$ cat src/rtl/alu_digit_shifter.sv
// Digit-serial shift/rotate unit: latches an operand, processes one DIGIT-wide slice per clock
// with an internal chain bit, and presents result plus Z/C flags after WIDTH/DIGIT cycles.
module alu_digit_shifter #(
  parameter int unsigned WIDTH = 8,
  parameter int unsigned DIGIT = 4
) (
  input  logic             clk,
  input  logic             nreset,
  input  logic             start,
  input  logic [2:0]       op,
  input  logic [WIDTH-1:0] operand,
  input  logic             cin,
  output logic             busy,
  output logic             done,
  output logic [WIDTH-1:0] result,
  output logic             zero,
  output logic             carry
);

  localparam int unsigned SLICES  = WIDTH / DIGIT;
  localparam int unsigned CntW    = (SLICES > 1) ? $clog2(SLICES) : 1;
  localparam int unsigned BaseW   = $clog2(WIDTH);
  localparam int unsigned Half    = WIDTH / 2;
  localparam logic [CntW-1:0] CntLast = CntW'(SLICES - 1);

  if ((WIDTH % 2 != 0) || (DIGIT == 0) || (WIDTH % DIGIT != 0)) begin : g_bad_params
    $error("alu_digit_shifter: WIDTH must be even and a multiple of DIGIT");
  end

  typedef enum logic [1:0] {StIdle, StRun, StDone} state_e;
  typedef enum logic [2:0] {OpRlc, OpRrc, OpRl, OpRr, OpSla, OpSra, OpSwap, OpSrl} op_e;

  state_e           state_q, state_d;
  op_e              op_q, op_d;
  logic [WIDTH-1:0] opnd_q, opnd_d;
  logic [WIDTH-1:0] acc_q, acc_d;
  logic [WIDTH-1:0] result_q, result_d;
  logic [CntW-1:0]  cnt_q, cnt_d;
  logic             chain_q, chain_d;
  logic             zero_q, zero_d;
  logic             carry_q, carry_d;

  logic             is_left, is_right;
  logic [CntW-1:0]  idx;
  logic [BaseW-1:0] base;
  logic [WIDTH-1:0] swapped;
  logic [DIGIT-1:0] src, slice;
  logic             chain_nx;

  // Slice datapath: right ops walk high-to-low, everything else low-to-high.
  always_comb begin
    is_left  = op_q inside {OpRlc, OpRl, OpSla};
    is_right = op_q inside {OpRrc, OpRr, OpSra, OpSrl};
    idx      = is_right ? (CntLast - cnt_q) : cnt_q;
    base     = BaseW'(32'(idx) * DIGIT);
    swapped  = {opnd_q[Half-1:0], opnd_q[WIDTH-1:Half]};
    src      = opnd_q[base +: DIGIT];
    slice    = swapped[base +: DIGIT];
    chain_nx = chain_q;
    if (is_left) begin
      slice    = DIGIT'({src, chain_q});
      chain_nx = src[DIGIT-1];
    end else if (is_right) begin
      slice    = DIGIT'({chain_q, src} >> 1);
      chain_nx = src[0];
    end
  end

  always_comb begin
    state_d  = state_q;
    op_d     = op_q;
    opnd_d   = opnd_q;
    acc_d    = acc_q;
    cnt_d    = cnt_q;
    chain_d  = chain_q;
    result_d = result_q;
    zero_d   = zero_q;
    carry_d  = carry_q;
    unique case (state_q)
      StIdle: begin
        if (start) begin
          op_d    = op_e'(op);
          opnd_d  = operand;
          cnt_d   = '0;
          state_d = StRun;
          unique case (op_e'(op))
            OpRlc, OpSra:       chain_d = operand[WIDTH-1];
            OpRrc:              chain_d = operand[0];
            OpRl, OpRr:         chain_d = cin;
            OpSla, OpSrl, OpSwap: chain_d = 1'b0;
          endcase
        end
      end
      StRun: begin
        acc_d[base +: DIGIT] = slice;
        chain_d = chain_nx;
        cnt_d   = cnt_q + 1'b1;
        if (cnt_q == CntLast) begin
          state_d  = StDone;
          cnt_d    = '0;
          result_d = acc_d;
          zero_d   = (acc_d == '0);
          unique case (op_q)
            OpRlc, OpRl, OpSla: carry_d = opnd_q[WIDTH-1];
            OpSwap:             carry_d = 1'b0;
            default:            carry_d = opnd_q[0];
          endcase
        end
      end
      StDone:  state_d = StIdle;
      default: state_d = StIdle;
    endcase
  end

  always_ff @(posedge clk) begin
    if (!nreset) begin
      state_q  <= StIdle;
      op_q     <= OpRlc;
      opnd_q   <= '0;
      acc_q    <= '0;
      cnt_q    <= '0;
      chain_q  <= 1'b0;
      result_q <= '0;
      zero_q   <= 1'b0;
      carry_q  <= 1'b0;
    end else begin
      state_q  <= state_d;
      op_q     <= op_d;
      opnd_q   <= opnd_d;
      acc_q    <= acc_d;
      cnt_q    <= cnt_d;
      chain_q  <= chain_d;
      result_q <= result_d;
      zero_q   <= zero_d;
      carry_q  <= carry_d;
    end
  end

  assign busy   = (state_q == StRun);
  assign done   = (state_q == StDone);
  assign result = result_q;
  assign zero   = zero_q;
  assign carry  = carry_q;

endmodule

$ cat config.mk
export PLATFORM = sky130hd
export DESIGN_NAME = alu_digit_shifter
export DESIGN_NICKNAME = d
export VERILOG_FILES = /design/src/rtl/alu_digit_shifter.sv
export SDC_FILE = /design/constraint.sdc
export NUM_CORES = 1
export LEC_CHECK = 0
export ABC_AREA = 1
export CAP_MARGIN = 20
export CORE_MARGIN = 4
export CORE_UTILIZATION = 64
export CTS_BUF_LIST = sky130_fd_sc_hd__clkbuf_8
export DETAILED_ROUTE_END_ITERATION = 12
export DONT_BUFFER_PORTS = 1
export PLACE_DENSITY = 0.8
export SLEW_MARGIN = 20
export SYNTH_ARGS = -nofsm -noshare
export SYNTH_HDL_FRONTEND = slang
export SYNTH_SLANG_ARGS = --single-unit
$ cat constraint.sdc
create_clock -name clk -period 2.3 [get_ports clk]
set_input_delay 0.46 -clock clk [delete_from_list [all_inputs] [get_ports clk]]
set_output_delay 0.46 -clock clk [all_outputs]
set_load 0.02 [all_outputs]
== Yosys cells after proc, flatten, opt, wreduce, memory -nomap -nowiden ==
Index checks and enable logic that the tools add are counted.
Widths: inputs -> output; s select.

* Flip-flop bits (word level): 33
* Word-level logic and storage cells: 67

* Reduce and logical (&&, ||, !) cells: 16
* Shifts and indexed selects: 4
* Equality and inequality tests: 19
* Add/subtract/negate cells: 3
* Multiplexer cells: 16

{| class="wikitable"
|+ Operators by type and width
! cell !! number
|-
| $eq 3x3->1 const B || 8
|-
| $shiftx 8x4->4 || 2
|-
| $eq 3x2->1 const B || 4
|-
| $bwmux 8 || 1
|-
| $logic_not 8->1 || 1
|-
| $mux 4 || 2
|-
| $reduce_and 2->1 || 4
|-
| $shift 4x5->8 const A || 1
|-
| $shiftx 4x5->8 || 1
|-
| $eq 3x1->1 const B || 2
|-
| $logic_not 3->1 || 2
|-
| $mux 1 || 6
|-
| $pmux 1 s2 || 3
|-
| $reduce_or 3->1 || 2
|-
| $neg 3->5 || 1
|-
| $mux 2 || 2
|-
| $pmux 1 s4 || 1
|-
| $pmux 2 s2 || 1
|-
| $reduce_bool 4->1 || 1
|-
| $reduce_or 2->1 || 2
|-
| $ne 3x1->1 const B || 1
|-
| $reduce_and 3->1 || 1
|-
| $reduce_bool 3->1 || 1
|-
| $eq 2x1->1 const B || 1
|-
| other kinds (7) || 7
|}

== Longest topological paths before layout ==
* Depth after elaboration: 9
* Mapped depth: 13
* Mapped depth without buffers: 12

== Worst setup path before layout ==
Ideal clock, no wire load.

* Path type: register to output
* From: register state_q[1]
* To: output port busy
* Data required time: 1.840 ns
* Arrival: 1.059 ns
* Path buffers: 2
* Path slack: 0.781 ns
* Stages on the path, launching flop included: 6
* Cell sequence: dfxtp_1 -> inv_1 -> nand2_1 -> inv_1 -> buf_2 -> buf_1

* Cells in the longest elaborated chain, start to end: 1

{| class="wikitable"
|+ Ends and longest elaborated chain
! item !! RTL line !! source
|-
| start, declared || 33 || <nowiki>state_e state_q, state_d;</nowiki>
|-
| start signal, assigned || 117 || <nowiki>state_q <= StIdle;</nowiki>
|-
| start signal, assigned || 127 || <nowiki>state_q <= state_d;</nowiki>
|-
| $eq 2x1->1 || 139 || <nowiki>assign busy = (state_q == StRun);</nowiki>
|-
| end, declared || 13 || <nowiki>output logic busy,</nowiki>
|}

No other way between the ends.

== Worst setup path in the final report ==
* From: register op_q[0]
* To: register zero_q, in the netlist zero

* Cells in the longest elaborated chain, start to end: 9
* Elaborated cells on any way between the ends: 19
* Those cells by class: add/sub: 1; eq/ne: 6; shift: 4; mux: 4; reduce/logical: 4

{| class="wikitable"
|+ Ends and longest elaborated chain
! item !! RTL line !! source
|-
| start, declared || 34 || <nowiki>op_e op_q, op_d;</nowiki>
|-
| start signal, assigned || 118 || <nowiki>op_q <= OpRlc;</nowiki>
|-
| start signal, assigned || 128 || <nowiki>op_q <= op_d;</nowiki>
|-
| $eq 3x1->1, or another cell as far along || 53 || <nowiki>is_right = op_q inside {OpRrc, OpRr, OpSra, OpSrl};</nowiki>
|-
| $reduce_bool 4->1 || 53 ||
|-
| $mux 1 || 54 || <nowiki>idx = is_right ? (CntLast - cnt_q) : cnt_q;</nowiki>
|-
| $shiftx 8x4->4 (on tied branches) || 58, 57 ||
|-
| $mux 4 || 63 || <nowiki>end else if (is_right) begin</nowiki>
|-
| $mux 4 || 60 || <nowiki>if (is_left) begin</nowiki>
|-
| $shiftx 4x5->8 || 95 || <nowiki>acc_d[base +: DIGIT] = slice;</nowiki>
|-
| $bwmux 8 (*) || 95 ||
|-
| $logic_not 8->1 (*) || 102 || <nowiki>zero_d = (acc_d == '0);</nowiki>
|-
| end signal, assigned || 134 || <nowiki>zero_q <= zero_d;</nowiki>
|-
| end, declared || 40 || <nowiki>logic zero_q, zero_d;</nowiki>
|}

Mark *: on every way between the ends. The rest lies on a longest branch, timed or not.
A chain may end at the register's enable or synchronous reset.

==> impl_metrics.tcl <==
set metrics [dict create \
    status "finished, final reports clean" \
    routedWlPerCell_um 13.9 \
    r2r-end "zero" \
    syn-instance-count 227 \
    remaining_drc_errors 0 \
    multi_input_area_sq_um 766 \
    cts_tree "yes" \
    post_cts_buffers 0 \
    power_mw 1.32 \
    power_frac_seq_pct 49.2 \
    synth_ff_type "dfxtp_1" \
    critical_path_required_ns 2.53 \
    cts_resized 0 \
    die_x_um 57.4 \
    drive_above_1_share_pct 6.17 \
    whs_ns 0.308 \
    grt_first_pass_wirelength_um 5970 \
    grt_max_degree 26 \
    p_leak_nw 0.769 \
    num_vias 1482 \
    antenna_left 0 \
    viasPerCell 5.81 \
    grt_overflow 0 \
    crit_arrival_ns 2.19 \
    switching_power_mw 0.392 \
    r2r_cells 12 \
    wl_um 3540 \
    insertion_delay_ns 0.29 \
    synth-edff-count 0 \
    die_h_um 57.4 \
    cts.reportedPaths.clkPinSlew_ns 0.07 \
    rrSetupSlack_ns 0.34 \
    antenna_cells 0 \
    placed_area_sq_um 1560 \
    synth_top_area_share_pct 42.3 \
    postLayoutCellArea_sq_um 1650 \
    core_sq_um 2280 \
    final.min_clock_period_ns 1.96 \
    dieArea_sq_um 3300 \
    io_pins 27 \
    peakVddDrop_v 0.000663 \
    regArea_sq_um 661 \
    reg2reg_from "op_q[0]" \
    tightest_slew_ns 0.434 \
    clock_skew_ns 0.00711 \
    avgSynthCellArea_sq_um 6.88 \
    setup_viol 0 \
    ys_seq_area_share_pct 42.3 \
    first_pass_iters 4 \
    yosys.cell_types.count 22 \
    yosys-top-cells-area "dfxtp_1 (42%), nand2_1 (14%), o21ai_0 (8.0%)" \
    cts_inserted_buffers 5 \
    hold_depth 2 \
    finalSetupTns_ns 0 \
    nNetsFinal 242 \
    std_cell_rows 17 \
    h-tree-depth 2 \
    synth_area_sq_um 1560 \
    syn_nets 242 \
    maxCapViolations 0 \
    fmax_mhz 511 \
    synth-async-reset-ratio_pct 0 \
    holdBufCountCts 0 \
    grt_usage_pct 23.5 \
    hold_path.startpoint "nreset" \
    synth_most_common_cell "nand2_1" \
    period_share_pct 85.1 \
    pwr_density_cell_nw_per_um2 798 \
    gp_congestion 0.898 \
    post-synth-top-area-cell "dfxtp_1" \
    timing_hold_violations_final 0 \
    dr.first_iter.drc_count 77 \
    start_kind "register" \
    worstHoldEndpoint "state_q[0]" \
    fillers 199 \
    hpwl_um 2630 \
    area_growth_pct 5.52 \
    final-max-slew-violation-count 0 \
    cp-end-kind "register" \
    initial_core_util_pct 68.7 \
    pwr-share-comb_pct 18.2 \
    clkPwrFrac_pct 32.6 \
    critical_path_class "reg2reg" \
    ys_warn_count 0 \
    hp-class "in2reg" \
    crit_fanout 12 \
    rsz0062_at_grt "false" \
    cts_root_buf "clkbuf_8" \
    slew_headroom_pct 71.0 \
    cts_buffer_depth 2 \
    io_buffers 0 \
    antenna_found_initial 0 \
    synth_commonest_cells "nand2_1 (59), dfxtp_1 (33), o21ai_0 (25)" \
    power.internal_mw 0.925 \
    ys_ff_latch 33 \
    clock_sinks 33 \
    grt_pass1_vias 1396 \
    sw_frac_of_total_pct 29.8 \
]
[worst max path at each step]
stage               slack [ns]   end       start
floorplan                 0.78  busy  state_q[1]
detailed placement        0.40  zero     op_q[0]
CTS                       0.37  zero     op_q[0]
global route              0.08  zero     op_q[0]
global placement          0.38  zero     op_q[0]
finish                    0.34  zero     op_q[0]
[logic make-up (layout without fill, tap and decap cells)]
| family | count (synthesis) | count (layout) | synth area share, % |
|---|---|---|---|
| buffers and inverters | 33 | 33 | 8.73 |
| xor gates and xnor gates | 1 | 1 | 0.561 |
| AOI/OAI and AO/OA | 50 | 50 | 18.0 |
| DFF | 33 | 33 | 42.3 |
| and+or+nand+nor | 110 | 110 | 30.4 |
[flip-flops by register name (all words and copies together), names as in the netlist]
name     flops
result       8
state_q      2
op_q         3
carry        1
zero         1
opnd_q       8
chain_q      1
cnt_q        1
acc_q        8
[stage by stage]
| stage | utilization (%) | cells | setup WS [ns] |
|---|---|---|---|
| 2_1_floorplan | - | 227 | 0.781 |
| 3_3_place_gp | 68.7 | 248 | 0.379 |
| 3_5_place_dp | 68.7 | 248 | 0.397 |
| 4_1_cts | 72.5 | 255 | 0.372 |
| 5_1_grt | 72.5 | 255 | 0.0810 |
| 6_report | 72.5 | 255 | 0.342 |
[critical path, cell delays in order, from the launching register on]
cell and delay, ns:
dfxtp_1 0.52, inv_1 0.20, nand2_4 0.12, nand2_2 0.17
nand2_1 0.11, nand2_1 0.09, nand2_1 0.08, nand2_1 0.07
a21oi_1 0.24, nand3_1 0.10, nor2_1 0.09, nand2_1 0.06
nand2_1 0.05
[power by group through the flow]
stage	clock network, mW	registers [mW]	logic [mW]
after floorplan	0	0.648	0.205
final	0.429	0.648	0.240
after detailed placement	0	0.659	0.237
after global routing	0.459	0.652	0.274
after global placement	0	0.657	0.233
after CTS	0.439	0.647	0.238
[metal layers]
metal,vias to the layer above,share of wire [%],wire length [um],GRT usage (%)
li1,733,-,-,-
met1,685,46,1610,29.8
met2,54,44,1550,34.4
met3,10,8.5,301,7.47
met4,0,2.1,76,14.6
met5,-,0,0,0
[final cells by class]
cell class,instances,area share [%]
clock inverter,1,0.228
clock buffer,6,5.01
multi-input combinational,161,46.4
timing repair buffer,1,0.455
sequential,33,40.1
inverter,25,5.69
tap,28,2.12
[placed cells by master (no fill, tap or decap), types with 6 or more instances in the layout]
master	instances
a21oi_1	12
clkbuf_8	6
dfxtp_1	33
inv_1	25
nand2_1	59
nand3_1	18
nor2_1	23
o211ai_1	9
o21ai_0	25
Power figures use the tool's default switching activity.
